### src/rtl/uart_rx_data_sampling_pkg.sv
// ---------------------------------------------------------------------------
// uart_rx_pkg
//   Shared constants and helpers for the UART receive oversampling front end.
//   - PRESCALE_8/16/32 : the legal oversampling ratios
//   - IDLE_LEVEL       : level of an idle serial line
//   - frame_bits()     : start + data + optional parity + stop
//   - legal_prescale() : maps any unsupported ratio onto PRESCALE_8
// ---------------------------------------------------------------------------
package uart_rx_pkg;

  localparam logic [5:0] PRESCALE_8  = 6'd8;
  localparam logic [5:0] PRESCALE_16 = 6'd16;
  localparam logic [5:0] PRESCALE_32 = 6'd32;
  localparam logic       IDLE_LEVEL  = 1'b1;

  function automatic logic [3:0] frame_bits(input int unsigned data_width,
                                            input logic        par_en);
    return 4'(data_width + 2) + {3'b000, par_en};
  endfunction

  function automatic logic [5:0] legal_prescale(input logic [5:0] ps);
    return (ps == PRESCALE_16 || ps == PRESCALE_32) ? ps : PRESCALE_8;
  endfunction

endpackage

### src/rtl/uart_rx_data_sampling_if.sv
// ---------------------------------------------------------------------------
// uart_rx_data_sampling_if
//   Connection between the RX FSM (master) and the oversampling front end
//   (slave).
//   master drives : enable, prescale, par_en
//   slave drives  : sampled_bit, sample_valid, edge_cnt, bit_cnt,
//                   start_glitch, frame_done
//
// Handshake: sample_valid is a one-cycle valid strobe with no ready. The
// consumer must take sampled_bit in the cycle sample_valid is high; there is
// no back-pressure, and the value after the strobe is merely held, not
// re-announced. start_glitch and frame_done are plain one-cycle pulses.
// ---------------------------------------------------------------------------
interface uart_rx_data_sampling_if;

  logic       enable;
  logic [5:0] prescale;
  logic       par_en;
  logic       sampled_bit;
  logic       sample_valid;
  logic [5:0] edge_cnt;
  logic [3:0] bit_cnt;
  logic       start_glitch;
  logic       frame_done;

  modport master (
    output enable, prescale, par_en,
    input  sampled_bit, sample_valid, edge_cnt, bit_cnt, start_glitch, frame_done
  );

  modport slave (
    input  enable, prescale, par_en,
    output sampled_bit, sample_valid, edge_cnt, bit_cnt, start_glitch, frame_done
  );

endinterface

### src/rtl/uart_rx_sync.sv
// ---------------------------------------------------------------------------
// uart_rx_sync
//   STAGES-deep flop chain bringing the asynchronous serial line into the clk
//   domain. Flops reset to the idle line level so reset never looks like a
//   start bit.
//   clk, rst_n : clock, asynchronous active-low reset
//   rx_in      : raw serial line
//   rx_s       : synchronised line
// ---------------------------------------------------------------------------
module uart_rx_sync
  import uart_rx_pkg::*;
#(
  parameter int STAGES = 2
) (
  input  logic clk,
  input  logic rst_n,
  input  logic rx_in,
  output logic rx_s
);

  logic [STAGES-1:0] sync_q;
  logic [STAGES-1:0] sync_d;

  always_comb begin
    sync_d = {sync_q[STAGES-2:0], rx_in};
  end

  always_ff @(posedge clk or negedge rst_n) begin
    if (!rst_n) sync_q <= {STAGES{IDLE_LEVEL}};
    else        sync_q <= sync_d;
  end

  assign rx_s = sync_q[STAGES-1];

endmodule

### src/rtl/uart_rx_data_sampling.sv
// ---------------------------------------------------------------------------
// uart_rx_data_sampling
//   Oversampling front end of the UART receiver. Counts oversampling edges and
//   bit positions while enable is high, captures three mid-bit samples and
//   presents their majority vote once per bit with a one-cycle sample_valid.
//   clk, rst_n : oversampling clock, asynchronous active-low reset
//   RX_IN      : raw serial line (idle high)
//   bus        : slave side of uart_rx_data_sampling_if
// ---------------------------------------------------------------------------
module uart_rx_data_sampling
  import uart_rx_pkg::*;
#(
  parameter int DATA_WIDTH  = 8,
  parameter int SYNC_STAGES = 2
) (
  input  logic                          clk,
  input  logic                          rst_n,
  input  logic                          RX_IN,
  uart_rx_data_sampling_if.slave        bus
);

  logic rx_s;

  uart_rx_sync #(.STAGES(SYNC_STAGES)) u_sync (
    .clk   (clk),
    .rst_n (rst_n),
    .rx_in (RX_IN),
    .rx_s  (rx_s)
  );

  logic       en_q, en_d;
  logic [5:0] ps_q, ps_d;
  logic       par_q, par_d;
  logic [5:0] edge_cnt_q, edge_cnt_d;
  logic [3:0] bit_cnt_q, bit_cnt_d;
  logic       s0_q, s0_d;
  logic       s1_q, s1_d;
  logic       s2_q, s2_d;
  logic       sampled_bit_q, sampled_bit_d;

  logic [5:0] half;
  logic       at_last_edge;
  logic       at_last_bit;
  logic       vote;
  logic       strobe;

  // ps_q/par_q are safe to use even on the enable-rise cycle: edge_cnt is 0
  // there, which never matches a sample point or the last edge.
  always_comb begin
    half         = ps_q >> 1;
    at_last_edge = (edge_cnt_q == ps_q - 6'd1);
    at_last_bit  = (bit_cnt_q == frame_bits(DATA_WIDTH, par_q) - 4'd1);
    vote         = (s0_q & s1_q) | (s0_q & s2_q) | (s1_q & s2_q);
    // edge_cnt only reaches h+2 by counting, so s0..s2 are fresh here.
    strobe       = (edge_cnt_q == half + 6'd2);
  end

  always_comb begin
    en_d          = bus.enable;
    ps_d          = ps_q;
    par_d         = par_q;
    edge_cnt_d    = edge_cnt_q;
    bit_cnt_d     = bit_cnt_q;
    s0_d          = s0_q;
    s1_d          = s1_q;
    s2_d          = s2_q;
    sampled_bit_d = strobe ? vote : sampled_bit_q;

    if (bus.enable && !en_q) begin
      ps_d  = legal_prescale(bus.prescale);
      par_d = bus.par_en;
    end

    if (bus.enable) begin
      if (at_last_edge) begin
        edge_cnt_d = 6'd0;
        bit_cnt_d  = at_last_bit ? 4'd0 : bit_cnt_q + 4'd1;
      end else begin
        edge_cnt_d = edge_cnt_q + 6'd1;
      end
      if (edge_cnt_q == half - 6'd1) s0_d = rx_s;
      if (edge_cnt_q == half)        s1_d = rx_s;
      if (edge_cnt_q == half + 6'd1) s2_d = rx_s;
    end else begin
      edge_cnt_d = 6'd0;
      bit_cnt_d  = 4'd0;
      s0_d       = 1'b0;
      s1_d       = 1'b0;
      s2_d       = 1'b0;
    end
  end

  always_ff @(posedge clk or negedge rst_n) begin
    if (!rst_n) begin
      en_q          <= 1'b0;
      ps_q          <= PRESCALE_8;
      par_q         <= 1'b0;
      edge_cnt_q    <= 6'd0;
      bit_cnt_q     <= 4'd0;
      s0_q          <= 1'b0;
      s1_q          <= 1'b0;
      s2_q          <= 1'b0;
      sampled_bit_q <= IDLE_LEVEL;
    end else begin
      en_q          <= en_d;
      ps_q          <= ps_d;
      par_q         <= par_d;
      edge_cnt_q    <= edge_cnt_d;
      bit_cnt_q     <= bit_cnt_d;
      s0_q          <= s0_d;
      s1_q          <= s1_d;
      s2_q          <= s2_d;
      sampled_bit_q <= sampled_bit_d;
    end
  end

  // The vote is forwarded during the strobe cycle so sampled_bit is valid
  // together with sample_valid; afterwards the registered copy holds it.
  assign bus.sampled_bit  = strobe ? vote : sampled_bit_q;
  assign bus.sample_valid = strobe;
  assign bus.edge_cnt     = edge_cnt_q;
  assign bus.bit_cnt      = bit_cnt_q;
  assign bus.start_glitch = strobe && (bit_cnt_q == 4'd0) && vote;
  assign bus.frame_done   = bus.enable && at_last_edge && at_last_bit;

endmodule

### src/flat_wrapper.sv
// flat-port wrapper written by rule: the top's interface ports become plain ports
module uart_rx_data_sampling_flat import uart_rx_pkg::*;
#(
  parameter int DATA_WIDTH  = 8,
  parameter int SYNC_STAGES = 2
)
  (clk, rst_n, RX_IN, bus_enable, bus_prescale, bus_par_en, bus_sampled_bit, bus_sample_valid, bus_edge_cnt, bus_bit_cnt, bus_start_glitch, bus_frame_done);
  uart_rx_data_sampling_if bus_i ();
  input  logic clk;
  input  logic rst_n;
  input  logic RX_IN;
  input wire logic [$bits(bus_i.enable)-1:0] bus_enable;
  input wire logic [$bits(bus_i.prescale)-1:0] bus_prescale;
  input wire logic [$bits(bus_i.par_en)-1:0] bus_par_en;
  output wire logic [$bits(bus_i.sampled_bit)-1:0] bus_sampled_bit;
  output wire logic [$bits(bus_i.sample_valid)-1:0] bus_sample_valid;
  output wire logic [$bits(bus_i.edge_cnt)-1:0] bus_edge_cnt;
  output wire logic [$bits(bus_i.bit_cnt)-1:0] bus_bit_cnt;
  output wire logic [$bits(bus_i.start_glitch)-1:0] bus_start_glitch;
  output wire logic [$bits(bus_i.frame_done)-1:0] bus_frame_done;
  assign bus_i.enable = bus_enable;
  assign bus_i.prescale = bus_prescale;
  assign bus_i.par_en = bus_par_en;
  assign bus_sampled_bit = bus_i.sampled_bit;
  assign bus_sample_valid = bus_i.sample_valid;
  assign bus_edge_cnt = bus_i.edge_cnt;
  assign bus_bit_cnt = bus_i.bit_cnt;
  assign bus_start_glitch = bus_i.start_glitch;
  assign bus_frame_done = bus_i.frame_done;
  uart_rx_data_sampling #(.DATA_WIDTH(DATA_WIDTH), .SYNC_STAGES(SYNC_STAGES)) u_core (.clk(clk), .rst_n(rst_n), .RX_IN(RX_IN), .bus(bus_i));
endmodule
### config.mk
export PLATFORM = sky130hd
export DESIGN_NAME = uart_rx_data_sampling_flat
export DESIGN_NICKNAME = d
export VERILOG_FILES = /design/src/rtl/uart_rx_data_sampling_pkg.sv /design/src/rtl/uart_rx_data_sampling_if.sv /design/src/rtl/uart_rx_sync.sv /design/src/rtl/uart_rx_data_sampling.sv /design/src/flat_wrapper.sv
export SDC_FILE = /design/constraint.sdc
export NUM_CORES = 1
export LEC_CHECK = 0
export BUFFER_PORTS_ARGS = -buffer_cell sky130_fd_sc_hd__buf_2
export CORE_MARGIN = 2
export CORE_UTILIZATION = 40
export DETAILED_ROUTE_END_ITERATION = 10
export GPL_TIMING_DRIVEN = 1
export SYNTH_ARGS = -nofsm -noshare
export SYNTH_HDL_FRONTEND = slang
export SYNTH_SLANG_ARGS = --single-unit
### constraint.sdc
create_clock -name clk -period 2.9 [get_ports clk]
set_input_delay 0 -clock clk [delete_from_list [all_inputs] [get_ports clk]]
set_output_delay 0 -clock clk [all_outputs]
set_load 0.03 [all_outputs]
==> results of run 1 <==
[stage by stage]
stage | utilization, % | power (W)
after CTS | 48.7 | 0.000713
after global placement | 45.9 | 0.000476
after global routing | 48.7 | 0.000739
final | 48.7 | 0.000707
after floorplan | - | 0.000439
after detailed placement | 45.9 | 0.000475
[final cells by class]
type	count	area (um^2)	share of cell area, %
Tap cell	50	62.6	3.14
Multi-Input combinational cell	146	1050	52.7
Sequential cell	24	606	30.4
Inverter	10	37.5	1.89
Clock buffer	4	55.1	2.77
Timing Repair Buffer	30	180	9.06
[worst min-delay path, stage by stage]
cell,delay (ps)
buf_2,70
or4_1,90
nor3_1,70
a21oi_1,150
[power groups by stage]
stage	Combinational [W]	Sequential (W)	Clock, W
floorplan	0.0000624	0.000377	0
global placement	0.0000990	0.000377	0
detailed placement	0.0000984	0.000377	0
CTS	0.000105	0.000370	0.000238
global route	0.000117	0.000373	0.000249
finish	0.000104	0.000370	0.000233
[cell families (layout without fill, tap and decap cells)]
logic type                 Yosys count  after routing  share of synthesized area [%]
buffers and inverters               21             44                           4.96
xor gates and xnor gates            26             26                           13.1
and+or+nand+nor                     73             73                           23.8
muxes                                7              7                           4.17
adders and majority gates           11             11                           7.76
AOI/OAI and AO/OA                   29             29                           11.4
DFF                                 24             24                           34.8
[sequential cells by signal, summed over array words and instances (netlist names)]
| register | flops |
|---|---|
| u_core.s2_q | 1 |
| u_core.par_q | 1 |
| u_core.s1_q | 1 |
| u_core.ps_q | 6 |
| u_core.bus.edge_cnt | 6 |
| u_core.u_sync.sync_q | 2 |
| u_core.en_q | 1 |
| u_core.s0_q | 1 |
| u_core.sampled_bit_q | 1 |
| u_core.bus.bit_cnt | 4 |
[final timing paths]
| check | endpoint | slack, ps |
|---|---|---|
| min in group asynchronous | u_core.bus.edge_cnt[4] | 230 |
| max in group asynchronous | u_core.sampled_bit_q | 2300 |
| setup reg to reg | u_core.s2_q | 590 |
| hold / removal | u_core.ps_q[3] | 140 |
| setup / recovery | bus_frame_done | 270 |
| hold reg to reg | u_core.u_sync.sync_q[1] | 360 |
[layout by cell type, fill, tap and decap left out, drive strengths merged, types with 6 or more instances in the layout]
cell type and count:
a21oi 6, buf 24, dfrtp 20, dlygate4sd3 6, ha 10, inv 9, nand2 11, nand3 11
nor2 10, nor3 10, o21ai 6, xnor2 16, xor2 10
[metal layers]
metal | share of wire [%] | global-route usage, %
met5 | 0 | 0
met2 | 44 | 25.8
met4 | 2.4 | 8.12
met1 | 49 | 23.7
met3 | 4.5 | 2.74
[repair_timing]
item	CTS	global route
hold buffers	6	0
gates resized for setup	0	0
hold endpoints to repair	25	0
==> summary.txt, run 1 <==
Yosys
  • Cell with the most instances after synthesis: dfrtp_1
  • Flip-flop and latch count after synthesis: 24
  • Number of library cell types mapped by synthesis: 45
  • Most frequent cells after synthesis: dfrtp_1 (20), xnor2_1 (16), nand2_1 (11), nand3_1 (11)
  • Synthesized net count: 212
  • Syn_area_per_cell: 9.11 um^2
  • Asr flop ratio synth: 100%
  • Primary FF master, synth: dfrtp_1
  • Part of the Yosys area used for sequential elements: 34.8%
  • Main area contributors after synthesis: dfrtp_1 (29%), xnor2_1 (8.1%), ha_1 (7.2%), dfstp_2 (6.0%), xor2_1 (5.0%)
  • Post-synthesis instance area: 1740 um^2
  • Top-area cell type share of the netlist area: 28.8%
  • Number of warnings printed during yosys synthesis: 0
  • Synthesized instance count: 191
  • Biggest area consumer among synthesized cells: dfrtp_1
  • Number of enable flip-flop cells after synthesis: 0

Timing
  • Period utilisation layout: 90.8%
  • Hold violation count in the final report: 0
  • Final critical-path setup slack: 267 ps
  • Worst rel slew slack: 63.3%
  • Unrepaired setup endpoints after global routing: no
  • Minimum clock period after layout: 2630 ps
  • Clock Skews: 2.41 ps
  • Max-slew violation count: 0
  • Total Neg Setup Slack: 0 ps
  • Tightest hold margin: 140 ps
  • Finish-stage setup viols: 0
  • Transition time at the pin with the least slew margin: 547 ps
  • Fmax: 380 MHz

Setup path
  • Endpoint class of the critical path: primary output
  • Worst endpoint required time: 2900 ps
  • Cell with the biggest individual delay on the critical path: dfrtp_1
  • Arrival time at the worst endpoint: 2630 ps
  • Delay-heaviest family, CP: simple AND/OR/NAND/NOR gates
  • Sequence of cells on the critical path: inv_1 -> ha_1 -> a21boi_1 -> xnor2_1 -> nand3_1 -> nor3_4 -> and3_2 -> buf_2
  • Number of gates on the worst path with buffers counted: 8
  • Beginning of the critical path: u_core.ps_q[1]
  • Critical path startpoint category: flip-flop
  • Critical Path Fanout Max: 9
  • Delay of the slowest critical-path stage: 480 ps
  • Reg2reg start: u_core.ps_q[3]
  • Count of buffering cells on the critical path with inverters included: 2
  • Number of cells on the worst reg-to-reg path: 6
  • Crit Path Class: reg2out

Routing
  • Final routed wire length divided by cell count: 15.0 um
  • DR iter-0 viols: 82
  • Post-DRT Antenna Nets: 0
  • First-pass iteration count of the detailed router: 4
  • Detailed Route WL: 3950 um
  • Count of vias placed by the detailed router: 1444
  • DRC violations left: 0
  • Vias per cell: 5.47

Clock network
  • Maximum level of the CTS H-tree: 1
  • Register clock-pin slew on the reported worst setup and hold paths: 80 ps
  • Root Buffer: clkbuf_8
  • Sinks on the clock net: 24
  • Clock tree from TritonCTS: yes
  • Number of buffers added by the clock tree synthesis step: 3
  • Number of setup buffers added after CTS: 0
  • Maximum clock path buffer count: 2
  • Latest clock arrival within the worst-skew pair: 270 ps

Die
  • Cell row count: 23
  • Die area: 4890 um^2
  • Area of the core: 4090 um^2
  • Die Height: 70.0 um
  • Num ports: 25
  • Effective utilization at floorplan: 42.6%
  • Die Width: 70.0 um

Worst hold path
  • Path type of the worst min-delay path: in2reg
  • Hold Path Depth: 4
  • Min-delay src: bus_prescale[0]

Cells and area
  • Area of all placed cells without fillers: 1990 um^2
  • Inserted Diodes: 0
  • Area growth from synthesis to layout: 14.3%
  • Ratio of cells with drive above 1 in the final layout: 17.3%
  • Cell Count, Final, Fillers Out: 264
  • Fill cell count: 403
  • Net count reported at finish: 236

Pwr
  • Leakage Power: 0.888 nW
  • Net switching fraction of the power: 27.3%
  • Cell-internal power: 0.000514 W
  • Power share of the combinational group: 14.7%
  • Clk network pwr share: 33.0%
  • Maximum VDD drop: 301 uV
  • Ratio of total power to cell area: 356 nW/um^2
  • Part of the power in registers: 52.4%
  • Net switching power: 0.000193 W

GRT
  • Largest net degree at the start of global routing: 25
  • Gr ovfl total: 0
  • Antenna violations before repair: 0
  • Wire length of the first global-routing pass: 6640 um
  • Number of global-route vias before repair: 1377
  • Global routing usage summed across all routing layers: 17.1%

Placed design
  • Standard cell area after detailed placement: 1870 um^2
  • Post-placement setup slack: 543 ps
  • Detailed Place HPWL: 2890 um
  • Count of buffers inserted at the top-level ports: 24
  • Cell total after placement: 254
  • Weighted congestion at the end of routability-driven global placement: 0.916

Run status
  • Result of the run: finished, final reports clean

Run
  • Max-capacitance violation count: 0
(Power assumes the default switching activity.)
==> inputs of run 2 (changes only) <==
--- a/config.mk
+++ b/config.mk
@@ -7,7 +7,7 @@
 export LEC_CHECK = 0
 export BUFFER_PORTS_ARGS = -buffer_cell sky130_fd_sc_hd__buf_2
 export CORE_MARGIN = 2
-export CORE_UTILIZATION = 40
+export CORE_UTILIZATION = 34
 export DETAILED_ROUTE_END_ITERATION = 10
 export GPL_TIMING_DRIVEN = 1
 export SYNTH_ARGS = -nofsm -noshare
==> run 2 against run 1 <==
Effect of this change: sequential share of layout area shrank 0.95 points; combinational power barely moved; critical endpoint is now bus_sampled_bit; flip-flop and latch count did not move; register-to-register slack worse by 30 ps; total power up 9.4%; hold slack worse by 2.8 ps; via count rose by 0.42%.
==> summary.txt, run 2 (synthesis gave the netlist of run 1 again) <==
Clock network
  • Number of buffers added by the clock tree synthesis step: 3
  • Register clock-pin slew on the reported worst setup and hold paths: 80 ps
  • Root Buffer: clkbuf_8
  • Clock tree from TritonCTS: yes
  • Maximum clock path buffer count: 2
  • Sinks on the clock net: 24
  • Number of cells upsized or downsized after cts: 0
  • Maximum level of the CTS H-tree: 1
  • Latest clock arrival within the worst-skew pair: 270 ps

Die
  • Die Width: 75.5 um
  • Die Height: 75.5 um
  • Effective utilization at floorplan: 34.7%
  • Die area: 5710 um^2
  • Area of the core: 5010 um^2
  • Num ports: 25
  • Cell row count: 26

GRT
  • GR met2 Demand/Resource: 24.3%
  • Global-route met1 utilization: 21.4%
  • Number of global-route vias before repair: 1364
  • Wire length of the first global-routing pass: 6670 um
  • Most used routing layer: met2
  • Global routing usage summed across all routing layers: 15.5%
  • Gr ovfl total: 0
  • Largest net degree at the start of global routing: 25
  • Met3 capacity usage during global routing: 3.04%
  • Antenna violations before repair: 0

Placed design
  • Count of buffers inserted at the top-level ports: 24
  • Detailed Place HPWL: 2990 um
  • Weighted congestion at the end of routability-driven global placement: 0.898
  • Cell total after placement: 274

Cells and area
  • Most common cell after layout, fill and taps aside: buf_2
  • Ratio of cells with drive above 1 in the final layout: 18.4%
  • Net count reported at finish: 239
  • Area growth from synthesis to layout: 18.0%
  • Cell Count, Final, Fillers Out: 287
  • Leading cell types in the layout, fill and taps excluded: buf_2 (24), dfrtp_1 (20), xnor2_1 (16)
  • Inserted Diodes: 0

Routing
  • Final routed wire length divided by cell count: 14.1 um
  • Count of vias placed by the detailed router: 1450
  • Detailed Route WL: 4050 um
  • DR iter-0 viols: 38
  • Vias per cell: 5.05
  • DRC violations left: 0
  • Post-DRT Antenna Nets: 0
  • First-pass iteration count of the detailed router: 4

Timing
  • Finish-stage setup viols: 0
  • Hold violation count in the final report: 0
  • Transition time at the pin with the least slew margin: 592 ps
  • Unrepaired setup endpoints after global routing: no
  • Max-slew violation count: 0
  • Period utilisation layout: 91.4%
  • Minimum clock period after layout: 2650 ps
  • Total Neg Setup Slack: 0 ps
  • Fmax: 377 MHz
  • Tightest hold margin: 137 ps
  • Clock Skews: 5.28 ps
  • Worst rel slew slack: 60.3%

Worst hold path
  • Path type of the worst min-delay path: in2reg

Pwr
  • Ratio of total power to cell area: 377 nW/um^2
  • Total power consumption of the routed design: 0.000774 W
  • Leakage Power: 0.908 nW
  • Maximum VDD drop: 232 uV

Setup path
  • Endpoint class of the critical path: primary output
  • Crit Path Class: reg2out
  • Arrival time at the worst endpoint: 2650 ps
  • Critical path startpoint category: flip-flop
  • Critical Path Fanout Max: 10
  • Worst endpoint required time: 2900 ps

Run status
  • Result of the run: finished, final reports clean

Run
  • Max-capacitance violation count: 0
-- run 2: cell types whose count changed in the layout (fill, tap and decap cells not counted), sizes merged --
| cell | delta |
|---|---|
| buf | +3 |
| clkbuf | -1 |
| bufinv | +1 |
-- run 2: path summary, 6_finish.rpt --
check | start | endpoint | slack, ps | depth (start not counted)
min in group asynchronous | rst_n | u_core.bus.edge_cnt[2] | 240 | 2
setup reg to reg | u_core.ps_q[1] | u_core.bus.bit_cnt[0] | 560 | 8
setup / recovery | u_core.ps_q[3] | bus_sampled_bit | 250 | 7
max in group asynchronous | rst_n | u_core.u_sync.sync_q[1] | 2300 | 2
hold / removal | bus_prescale[0] | u_core.ps_q[3] | 140 | 4
hold reg to reg | u_core.u_sync.sync_q[0] | u_core.u_sync.sync_q[1] | 360 | 0
-- run 2: worst max-delay path: stages, from the launching register on --
cell and delay [ps]:
dfstp_2 660, ha_1 360, and3b_1 200, nor3_1 50, o32ai_1 260, and4_1 300, mux2_2 360, buf_2 180
-- run 2: power breakdown --
group,leakage (nW),internal (W),switching (W)
Clock,0.0357,0.000185,0.000114
Combinational,0.559,0.0000448,0.0000596
Sequential,0.313,0.000348,0.0000223
-- run 2: per-stage QoR --
step	setup slack [ps]	area, um^2	utilization, %
5_1_grt	81.6	2050	41.0
2_1_floorplan	624	1740	-
6_report	250	2050	41.0
4_1_cts	190	2030	40.5
3_5_place_dp	515	1900	37.9
3_3_place_gp	574	1900	37.9
-- run 2: cell type report --
cell class                      instances  area, um^2
Fill cell                             507        2960
Multi-Input combinational cell        146        1050
Sequential cell                        24         606
Timing Repair Buffer                   33         203
Tap cell                               70        87.6
Clock buffer                            3        41.3
Inverter                               10        37.5
Clock inverter                          1        30.0
-- run 2: what timing repair did --
item,in CTS,in global routing
setup buffers,0,3
hold buffers,6,0
endpoints found under the hold margin,25,0
endpoints found under the setup margin,0,1
-- run 2: routing by layer --
| layer | vias up | share of wire, % |
|---|---|---|
| li1 | 723 | - |
| met4 | 0 | 1.4 |
| met1 | 694 | 47 |
| met5 | - | 0 |
| met3 | 5 | 3.9 |
| met2 | 28 | 48 |
==> inputs of run 3 (changes only) <==
--- a/config.mk
+++ b/config.mk
@@ -7,9 +7,10 @@
 export LEC_CHECK = 0
 export BUFFER_PORTS_ARGS = -buffer_cell sky130_fd_sc_hd__buf_2
 export CORE_MARGIN = 2
-export CORE_UTILIZATION = 34
+export CORE_UTILIZATION = 35
 export DETAILED_ROUTE_END_ITERATION = 10
 export GPL_TIMING_DRIVEN = 1
+export PLACE_DENSITY_LB_ADDON = 0.08
 export SYNTH_ARGS = -nofsm -noshare
 export SYNTH_HDL_FRONTEND = slang
 export SYNTH_SLANG_ARGS = --single-unit
==> run 3 against run 2 <==
Effect of this change: hold slack got worse by 26 ps; sequential power about the same; flip-flop and latch count unchanged; design area shrank 1.3%; setup slack improved by 7.0 ps; critical path depth is 1 higher; clock skew rose by 3.0 ps; largest power group unchanged.
==> summary.txt, run 3 (synthesis gave the netlist of run 1 again) <==
Die
  • Area of the core: 4750 um^2
  • Die Height: 74.5 um
  • Die area: 5550 um^2
  • Effective utilization at floorplan: 36.6%
  • Cell row count: 25
  • Num ports: 25
  • Die Width: 74.5 um

Setup path
  • Cell with the biggest individual delay on the critical path: dfrtp_1
  • Worst endpoint required time: 2900 ps
  • Crit Path Class: reg2out
  • Delay-heaviest family, CP: simple AND/OR/NAND/NOR gates
  • End of the worst register-to-register path: u_core.bus.bit_cnt[2]
  • Count of buffering cells on the critical path with inverters included: 2
  • Critical path startpoint category: flip-flop
  • Delay of the slowest critical-path stage: 480 ps
  • Endpoint class of the critical path: primary output
  • Setup slack of the worst register-to-register path: 660 ps
  • Reg2reg start: u_core.ps_q[1]
  • Arrival time at the worst endpoint: 2640 ps
  • Sequence of cells on the critical path: inv_1 -> ha_1 -> a21boi_1 -> nand2_1 -> xor2_1 -> nor3_4 -> and3_2 -> buf_2
  • Number of cells on the worst reg-to-reg path: 7
  • Critical Path Fanout Max: 9

Timing
  • Hold violation count in the final report: 0
  • Unrepaired setup endpoints after global routing: no
  • Period utilisation layout: 91.1%
  • Fmax: 378 MHz
  • Clock Skews: 8.26 ps
  • Max-slew violation count: 0
  • Worst rel slew slack: 57.9%
  • Finish-stage setup viols: 0
  • Transition time at the pin with the least slew margin: 626 ps
  • Total Neg Setup Slack: 0 ps
  • Minimum clock period after layout: 2640 ps
  • Tightest hold margin: 111 ps

Cells and area
  • Most common cell after layout, fill and taps aside: buf_2
  • Share of the core filled with cells in the final layout: 42.6%
  • Area occupied by registers: 606 um^2
  • Leading cell types in the layout, fill and taps excluded: buf_2 (24), dfrtp_1 (20), xnor2_1 (16)
  • Multi-input gate area: 1050 um^2
  • Net count reported at finish: 236
  • Area growth from synthesis to layout: 16.5%
  • Fill cell count: 490
  • Ratio of cells with drive above 1 in the final layout: 17.3%
  • Inserted Diodes: 0

Clock network
  • Clock tree from TritonCTS: yes
  • Number of buffers added by the clock tree synthesis step: 3
  • Number of cells upsized or downsized after cts: 0
  • Maximum level of the CTS H-tree: 1
  • Register clock-pin slew on the reported worst setup and hold paths: 80 ps
  • Number of setup buffers added after CTS: 0
  • Latest clock arrival within the worst-skew pair: 270 ps
  • Sinks on the clock net: 24
  • Root Buffer: clkbuf_8
  • Maximum clock path buffer count: 2

GRT
  • Global routing usage summed across all routing layers: 17.1%
  • Gr ovfl total: 0
  • Number of global-route vias before repair: 1444
  • Wire length of the first global-routing pass: 7260 um
  • Largest net degree at the start of global routing: 25
  • Antenna violations before repair: 0

Routing
  • First-pass iteration count of the detailed router: 4
  • DRC violations left: 0
  • Detailed Route WL: 4340 um
  • Vias per cell: 5.23
  • Post-DRT Antenna Nets: 0
  • DR iter-0 viols: 86
  • Count of vias placed by the detailed router: 1470
  • Final routed wire length divided by cell count: 15.4 um

Run status
  • Result of the run: finished, final reports clean

Worst hold path
  • Hold Path Depth: 4
  • Endpoint, Worst Hold: u_core.ps_q[3]
  • Min-delay src: bus_prescale[0]
  • Path type of the worst min-delay path: in2reg

Run
  • Max-capacitance violation count: 0

Pwr
  • Leakage Power: 0.891 nW
  • Ratio of total power to cell area: 382 nW/um^2
  • Maximum VDD drop: 203 uV

Placed design
  • Count of buffers inserted at the top-level ports: 24
  • Weighted congestion at the end of routability-driven global placement: 0.800
  • Detailed Place HPWL: 3150 um
[run 3: cell types whose count changed in the layout (fill, tap and decap cells not counted)]
cell,previous run,this run
buf_4,3,0
[run 3: repair_timing]
| action | in CTS | in global routing |
|---|---|---|
| endpoints found under the hold margin | 25 | 0 |
| hold buffers | 6 | 0 |
| endpoints found under the setup margin | 0 | 1 |
[run 3: worst max-delay path by stage]
stage	depth (start not counted)	from	endpoint
3_3_place_gp	8	u_core.ps_q[1]	bus_frame_done
4_1_cts	8	u_core.ps_q[1]	bus_frame_done
5_1_grt	8	u_core.ps_q[1]	bus_frame_done
6_report	8	u_core.ps_q[1]	bus_frame_done
3_5_place_dp	8	u_core.ps_q[1]	bus_frame_done
2_1_floorplan	7	u_core.ps_q[3]	u_core.sampled_bit_q
[run 3: power breakdown]
group	switching [W]	internal (W)	total, W
logic	0.0000618	0.0000446	0.000106
registers	0.0000236	0.000348	0.000372
clock network	0.000112	0.000185	0.000297
[run 3: cell type report]
type                            instances  share of cell area (%)
Clock buffer                            3                    2.04
Clock inverter                          1                    1.48
Inverter                               10                    1.85
Multi-Input combinational cell        146                    51.7
Sequential cell                        24                    29.9
Tap cell                               67                    4.14
Timing Repair Buffer                   30                    8.89
[run 3: stage by stage]
stage                     total power [W]  setup slack, ps  instance area (um^2)  cells
after floorplan                  0.000439              624                  1740    191
after global placement           0.000476              624                  1900    271
after detailed placement         0.000478              548                  1900    271
after CTS                        0.000785              224                  2030    281
after global routing             0.000813             34.5                  2030    281
final                            0.000775              257                  2030    281
[run 3: routing by layer]
metal	part of all wire, %	wire length [um]	global-route usage, %
met5	0	0	0
met4	0.58	25	4.37
met3	3.1	136	2.44
met2	47	2050	26.2
met1	49	2120	25.4
[run 3: tightest hold or removal path: stages]
cell and delay (ps):
buf_2 70, or4_1 90, nor3_1 60, a21oi_1 110
